<file path="src/rtl/switch_input_port.sv">
// Switch-bank input port: synchronises SW_IN/BTN_IN, debounces the enter button and
// captures SW_IN once per press. Define SWITCH_INPUT_PORT_FIFO_EN for 4-entry FIFO storage.
module switch_input_port #(
  parameter int unsigned DEBOUNCE_CYCLES = 16
) (
  input  logic       CLK,
  input  logic       RESET,
  input  logic [7:0] SW_IN,
  input  logic       BTN_IN,
  input  logic       RD,
  output logic [7:0] DATA,
  output logic       VALID,
  output logic       OVERRUN
);

  localparam int unsigned DW = 8;
  localparam int unsigned CW = 16;
  localparam logic [CW-1:0] CNT_LIM = CW'(DEBOUNCE_CYCLES);
  localparam logic [CW-1:0] CNT_MAX = '1;

  typedef enum logic [1:0] {
    IDLE         = 2'd0,
    PRESS_WAIT   = 2'd1,
    PRESSED      = 2'd2,
    RELEASE_WAIT = 2'd3
  } state_t;

  logic          r_btn_m, r_btn_s;
  logic [DW-1:0] r_sw_m, r_sw_s;
  state_t        r_state, w_state_nxt;
  logic [CW-1:0] r_cnt, w_cnt_nxt, w_cnt_inc;
  logic          w_cap;
  logic [DW-1:0] r_data;
  logic          r_valid;
  logic          r_ovr;
  logic          w_rd;
  logic          w_wr;

  // Two-flop synchronisers on the raw inputs
  always_ff @(posedge CLK or negedge RESET) begin
    if (!RESET) begin
      r_btn_m <= 1'b0;
      r_btn_s <= 1'b0;
      r_sw_m  <= '0;
      r_sw_s  <= '0;
    end else begin
      r_btn_m <= BTN_IN;
      r_btn_s <= r_btn_m;
      r_sw_m  <= SW_IN;
      r_sw_s  <= r_sw_m;
    end
  end

  always_ff @(posedge CLK or negedge RESET) begin
    if (!RESET) begin
      r_state <= IDLE;
      r_cnt   <= '0;
    end else begin
      r_state <= w_state_nxt;
      r_cnt   <= w_cnt_nxt;
    end
  end

  assign w_cnt_inc = (r_cnt == CNT_MAX) ? r_cnt : r_cnt + CW'(1);

  // Debouncer: a level must be stable DEBOUNCE_CYCLES counted cycles before acceptance
  always_comb begin
    w_state_nxt = r_state;
    w_cnt_nxt   = '0;
    w_cap       = 1'b0;
    case (r_state)
      IDLE: begin
        if (r_btn_s) w_state_nxt = PRESS_WAIT;
      end
      PRESS_WAIT: begin
        if (!r_btn_s) begin
          w_state_nxt = IDLE;
        end else if (r_cnt == CNT_LIM) begin
          w_state_nxt = PRESSED;
          w_cap       = 1'b1;
        end else begin
          w_cnt_nxt = w_cnt_inc;
        end
      end
      PRESSED: begin
        if (!r_btn_s) w_state_nxt = RELEASE_WAIT;
      end
      RELEASE_WAIT: begin
        if (r_btn_s) begin
          w_state_nxt = PRESSED;
        end else if (r_cnt == CNT_LIM) begin
          w_state_nxt = IDLE;
        end else begin
          w_cnt_nxt = w_cnt_inc;
        end
      end
      default: w_state_nxt = IDLE;
    endcase
  end

`ifdef SWITCH_INPUT_PORT_FIFO_EN
  localparam int unsigned DEPTH = 4;
  localparam int unsigned PW    = 2;
  localparam int unsigned NW    = 3;

  logic [DW-1:0] r_mem [DEPTH];
  logic [PW-1:0] r_wp, r_rp, w_rp_nxt;
  logic [NW-1:0] r_fcnt, w_fcnt_nxt;
  logic          w_full;
  logic [DW-1:0] w_head_nxt;

  assign w_full     = (r_fcnt == NW'(DEPTH));
  assign w_rd       = RD & (r_fcnt != '0);
  assign w_wr       = w_cap & (~w_full | w_rd);
  assign w_rp_nxt   = w_rd ? r_rp + PW'(1) : r_rp;
  assign w_fcnt_nxt = r_fcnt + NW'(w_wr) - NW'(w_rd);
  // New head may be the word written this very cycle
  assign w_head_nxt = (w_wr && (r_wp == w_rp_nxt)) ? r_sw_s : r_mem[w_rp_nxt];

  always_ff @(posedge CLK or negedge RESET) begin
    if (!RESET) begin
      for (int i = 0; i < int'(DEPTH); i++) r_mem[i] <= '0;
      r_wp    <= '0;
      r_rp    <= '0;
      r_fcnt  <= '0;
      r_data  <= '0;
      r_valid <= 1'b0;
      r_ovr   <= 1'b0;
    end else begin
      if (w_wr) begin
        r_mem[r_wp] <= r_sw_s;
        r_wp        <= r_wp + PW'(1);
      end
      r_rp    <= w_rp_nxt;
      r_fcnt  <= w_fcnt_nxt;
      r_valid <= (w_fcnt_nxt != '0);
      if (w_fcnt_nxt != '0) r_data <= w_head_nxt;
      if (w_cap && w_full && !w_rd) r_ovr <= 1'b1;
      else if (w_rd && (w_fcnt_nxt == '0)) r_ovr <= 1'b0;
    end
  end
`else
  assign w_rd = RD & r_valid;
  assign w_wr = w_cap & (~r_valid | w_rd);

  // Single holding register; full whenever it holds unread data
  always_ff @(posedge CLK or negedge RESET) begin
    if (!RESET) begin
      r_data  <= '0;
      r_valid <= 1'b0;
      r_ovr   <= 1'b0;
    end else begin
      if (w_wr) begin
        r_data  <= r_sw_s;
        r_valid <= 1'b1;
      end else if (w_rd) begin
        r_valid <= 1'b0;
      end
      if (w_cap && r_valid && !w_rd) r_ovr <= 1'b1;
      else if (w_rd && !w_wr) r_ovr <= 1'b0;
    end
  end
`endif

  assign DATA    = r_data;
  assign VALID   = r_valid;
  assign OVERRUN = r_ovr;

endmodule

</file>
<file path="config.mk">
export PLATFORM = sky130hd
export DESIGN_NAME = switch_input_port
export DESIGN_NICKNAME = d
export VERILOG_FILES = /design/src/rtl/switch_input_port.sv
export SDC_FILE = /design/constraint.sdc
export NUM_CORES = 1
export LEC_CHECK = 0
export BUFFER_PORTS_ARGS = -buffer_cell sky130_fd_sc_hd__buf_2
export CAP_MARGIN = 10
export CORE_MARGIN = 4
export CORE_UTILIZATION = 61
export CTS_CLUSTER_DIAMETER = 120
export DETAILED_ROUTE_END_ITERATION = 6
export MAX_ROUTING_LAYER = met4
export PLACE_DENSITY = 0.92
export SLEW_MARGIN = 25
export SYNTH_ARGS = -nofsm -noshare
export SYNTH_HDL_FRONTEND = slang
export SYNTH_SLANG_ARGS = --single-unit
</file>
<file path="constraint.sdc">
create_clock -name CLK -period 4.1 [get_ports CLK]
set_input_delay 0.615 -clock CLK [delete_from_list [all_inputs] [get_ports CLK]]
set_output_delay 0.615 -clock CLK [all_outputs]
set_load 0.05 [all_outputs]
</file>
# Word-level counts from Yosys, hierarchy flattened

Cells that the tools add are included.

Register bits after elaboration: 46
Word-level logic and storage cells: 51
Input bits: 12

Eq/ne operators: 9
Mux-type cells: 19
$add $sub $neg: 1
Bitwise logic cells: 4
Reductions and logical operators: 9

Operator list:

| operator                                                          | count |
|---|---|
| 16-bit two-way mux                                                | 4 |
| 16-bit case mux with 2 select lines                               | 1 |
| 16-bit by 1-bit adder with 16-bit output (second input constant)  | 1 |
| 16-bit == test (second input constant)                            | 1 |
| 16-bit by 5-bit == test with 1-bit output (second input constant) | 1 |
| 2-bit two-way mux                                                 | 6 |
| 2-bit case mux with 4 select lines                                | 1 |
| 1-bit two-way mux                                                 | 7 |
| 3-bit inequality test (second input constant)                     | 2 |
| 2-bit == test (second input constant)                             | 2 |
| 2-bit inequality test (second input constant)                     | 2 |
| 4-bit AND reduction                                               | 1 |
| 2-bit nonzero test                                                | 2 |
| 1-bit logical AND                                                 | 3 |
| 1-bit bitwise AND                                                 | 2 |
| 2-bit by 1-bit == test with 1-bit output (second input constant)  | 1 |
| 1-bit zero test                                                   | 2 |
| 2-bit zero test                                                   | 1 |
| 1-bit inverter                                                    | 1 |
| 1-bit bitwise OR                                                  | 1 |

# Logic depth before layout (Yosys ltp)

Depth after elaboration: 9
Gate-level depth with buffers: 7
Depth with buffers taken out: 7

# Worst setup path after synthesis

Ideal clock, no wire load.

Kind: register -> register
From: reg r_cnt[0]
To: reg r_data[0], in the netlist DATA[0]
Data arrival time: 2.159 ns
Required time: 3.975 ns
Setup time: 0.125 ns
Cell stages (with the launch flop): 8
Slack: 1.816 ns
Cells stage by stage: dfrtp_1 inv_1 ha_1 or4b_1 nor4_4 nand3b_2 a21oi_4 mux2_4

Word-level cells in the longest chain between the ends: 5

Ends and longest elaborated chain:

| item                                      | RTL line | RTL |
|---|---|---|
| from (decl)                               | 31       | `logic [CW-1:0] r_cnt, w_cnt_nxt, w_cnt_inc;` |
| from (signal assigned)                    | 60       | `r_cnt <= w_cnt_nxt;` |
| 16-bit by 5-bit == test with 1-bit output | 78       | `end else if (r_cnt == CNT_LIM) begin` |
| 1-bit two-way mux                         | 78       |  |
| 1-bit two-way mux                         | 76       | `if (!r_btn_s) begin` |
| 1-bit two-way mux                         | 71       | `case (r_state)` |
| 1-bit bitwise AND                         | 144      | `assign w_wr = w_cap & (~r_valid \| w_rd);` |
| to (signal assigned)                      | 154      | `r_data <= r_sw_s;` |
| to (decl)                                 | 33       | `logic [DW-1:0] r_data;` |

No other way between the ends.
A chain may end at the register's enable or synchronous reset.

# Final worst setup path

Ends and elaborated chain as after synthesis.

==> results.md <==
- Final WS setup: 1601 ps
- Core Box Area: 0.002853 mm²
- CTS sink count: 46
- Grt met3 use: 4.263%
- ANT nets after route: 0
- Post-DP HPWL: 2475 µm
- Die H: 63.56 µm
- Pre-Repair DR Iteration Count: 4
- Register area share after synthesis: 61.13%
- Vias in the first global route: 1235
- Critical path type: reg -> reg
- CP Data Arrival Time: 2750 ps
- Most frequent cells in the layout: dfrtp_1, buf_2, nor2_1, mux2_4
- Main synth FF type: dfrtp_1
- Critical Path RT: 4350 ps
- Yosys top cell by area: dfrtp_1
- HP Class: in -> async
- Final RePlAce weighted congestion: 0.8917
- Final total negative setup slack: 0 ps
- Syn Area/Cell: 12.90 µm²
- DIE WIDTH: 63.56 µm
- Max stage delay on crit path: 490 ps
- Worst slack at placement: 1607 ps
- Top cell type's share of synthesized area: 61.13%
- Mapped Cells: 146
- Commonest non-fill, non-tap cell in the layout: dfrtp_1
- Post CTS Setup Buffer Count: 0
- Origin of the worst setup path: r_cnt[0]
- Worst slew margin: 54.88%
- Worst skew pair latency: 350 ps
- DR iter-0 viols: 73
- Crit-path cells: inv_1, ha_1, or4b_1, nor4_4, nand3b_2, a21oi_4, mux2_4
- H-tree depth: 2
- Final Slew Violations: 0
- Worst Tran Pin Value: 674.7 ps
- Final hold violation count: 0
- Hold Buf Count CTS: 0
- Final setup fails: 0
- I/O Buffers: 21
- PwrDens: 365.4 mW/mm²
- Clock transition at path regs: 120 ps
- Post-synth EDFFs: 0
- RR Startpoint: r_cnt[0]
- Max-cap viol count: 0
- Via count: 1258
- Synthesis-to-finish area growth: 11.63%
- Layout cell share with drive strength beyond 1: 24.42%
- Final period utilization: 60.94%
- Tot GR Track Use: 19.45%
- Netlist Area Pre-Place: 0.001883 mm²
- Busiest grt layer: met2
- First-pass GRT wire length: 5802 µm
- Root Buffer: clkbuf_4
- Initial antenna violation count: 0
- WL per Instance: 17.23 µm
- Initial core utilization: 66.01%
- GR Util met2: 31.42%
- GR Overflow Total: 0
- PostCTS Resize Cnt: 0
- Synthesized Nets: 160
- Yosys reg bits: 46
- Outcome: finished, final reports clean
- Synth async-reset ratio: 100.0%
- DRC: 0
- Die area: 0.004040 mm²
- Largest net degree at the start of global routing: 47
- Fin nets: 186
- Total CTS buffers: 5
- Worst Skew: 5.064 ps
- Vias/cell: 6.197
- I/O pins: 22
- Setup crit end kind: register
- R2r setup slk: 1600 ps
- RSZ-0062 raised after global routing: false
- Worst Path Max Fanout: 8
- Slowest CP cell: or4b_1
- CTS tree: yes
- Synthesis Warnings: 0
- Cell variety after synth: 40
- Rows: 19
- Highest clock rate: 400.2 MHz
- # diodes: 0
- Final WL: 3498 µm
- Final min period: 2499 ps
- Ranking of synthesized cells by area: dfrtp_1, mux2_4, nor2_1
- CP startpoint kind: register
- Static Leak: 0.9924 nW
- Worst vdd ir: 265.8 µV
- Met1 Usage GRT: 23.46%
- Max Buffers Root-to-Sink: 2
==> metal layers <==
metal | vias to the layer above | wire (µm)
met5 | - | 0
li1 | 577 | -
met4 | 0 | 62
met3 | 8 | 161
met2 | 39 | 1768
met1 | 634 | 1506
==> flip-flops by register name (all words and copies together) (netlist names), named ones only <==
signal / count
r_sw_s: 8
r_cnt: 16
OVERRUN: 1
DATA: 8
r_btn_m: 1
r_state: 1
r_btn_s: 1
r_sw_m: 8
VALID: 1
==> metrics by stage <==
stage	power, mW	cell area, µm²	hold WS (ps)	utilization (%)	std cells
finish	0.7681	2102	239.8	73.68	203
global route	0.8002	2102	260.4	73.68	203
CTS	0.7691	2100	356.1	73.60	203
detailed placement	0.5011	2018	335.8	70.75	196
global placement	0.4992	2018	331.2	70.75	196
floorplan	0.4847	1883	319.4	-	146
==> logic make-up (layout without fill, tap and decap cells) <==
logic type / count (synthesis) / after routing / share of synthesized area (%)
adder cells (fa/ha/maj): 2 / 2 / 1.329
multiplexers: 10 / 10 / 7.509
XOR/XNOR: 9 / 9 / 4.186
flip-flops: 46 / 46 / 61.13
AND/OR/NAND/NOR: 55 / 55 / 17.54
buffers and inverters: 6 / 32 / 1.262
AO/OA/AOI/OAI: 18 / 18 / 7.043
==> final cells by class <==
class                      count  area (µm²)
inverter                       4       15.01
timing repair buffer          21       107.6
clock inverter                 1       30.03
tap                           31       38.79
clock buffer                   6       51.30
multi-input combinational     94       708.2
fill                         186       750.7
sequential                    46        1151
==> worst max-delay path, delay by kind of cell (launching register included) <==
kind	cells	cell delay, ps
simple gates	3	1010
buf+inv	1	80
fa+ha+maj	1	150
flops	1	460
mux	1	340
compound gates	1	350
==> cells in the mapped netlist (2+ instances only) <==
master,instances
nor4_1,3
nand3b_1,2
o211ai_1,2
ha_1,2
nor3_1,3
nor2_1,17
mux2_4,8
a311oi_1,2
a31oi_1,3
o21ai_0,4
xor2_1,6
dfrtp_1,46
nand3_1,4
and3_1,6
inv_1,4
nand2_1,5
xnor2_1,3
a21boi_0,2
or4b_1,2
nand4_1,2
==> power breakdown <==
part	internal (mW)	leakage (nW)	switching, mW
clock network	0.142	0.0443	0.134
logic	0.00799	0.350	0.0158
registers	0.464	0.598	0.00463
total	0.614	0.992	0.154
==> path summary, 6_finish.rpt <==
check | end | cells past startpoint
setup reg to reg | DATA[0] | 7
hold reg to reg | r_sw_s[0] | 0
max in group asynchronous | DATA[3] | 1
hold / removal | r_cnt[14] | 1
setup / recovery | DATA[0] | 7
min in group CLK | r_sw_s[0] | 0
Note: power is estimated with default switching activity, not from simulation.
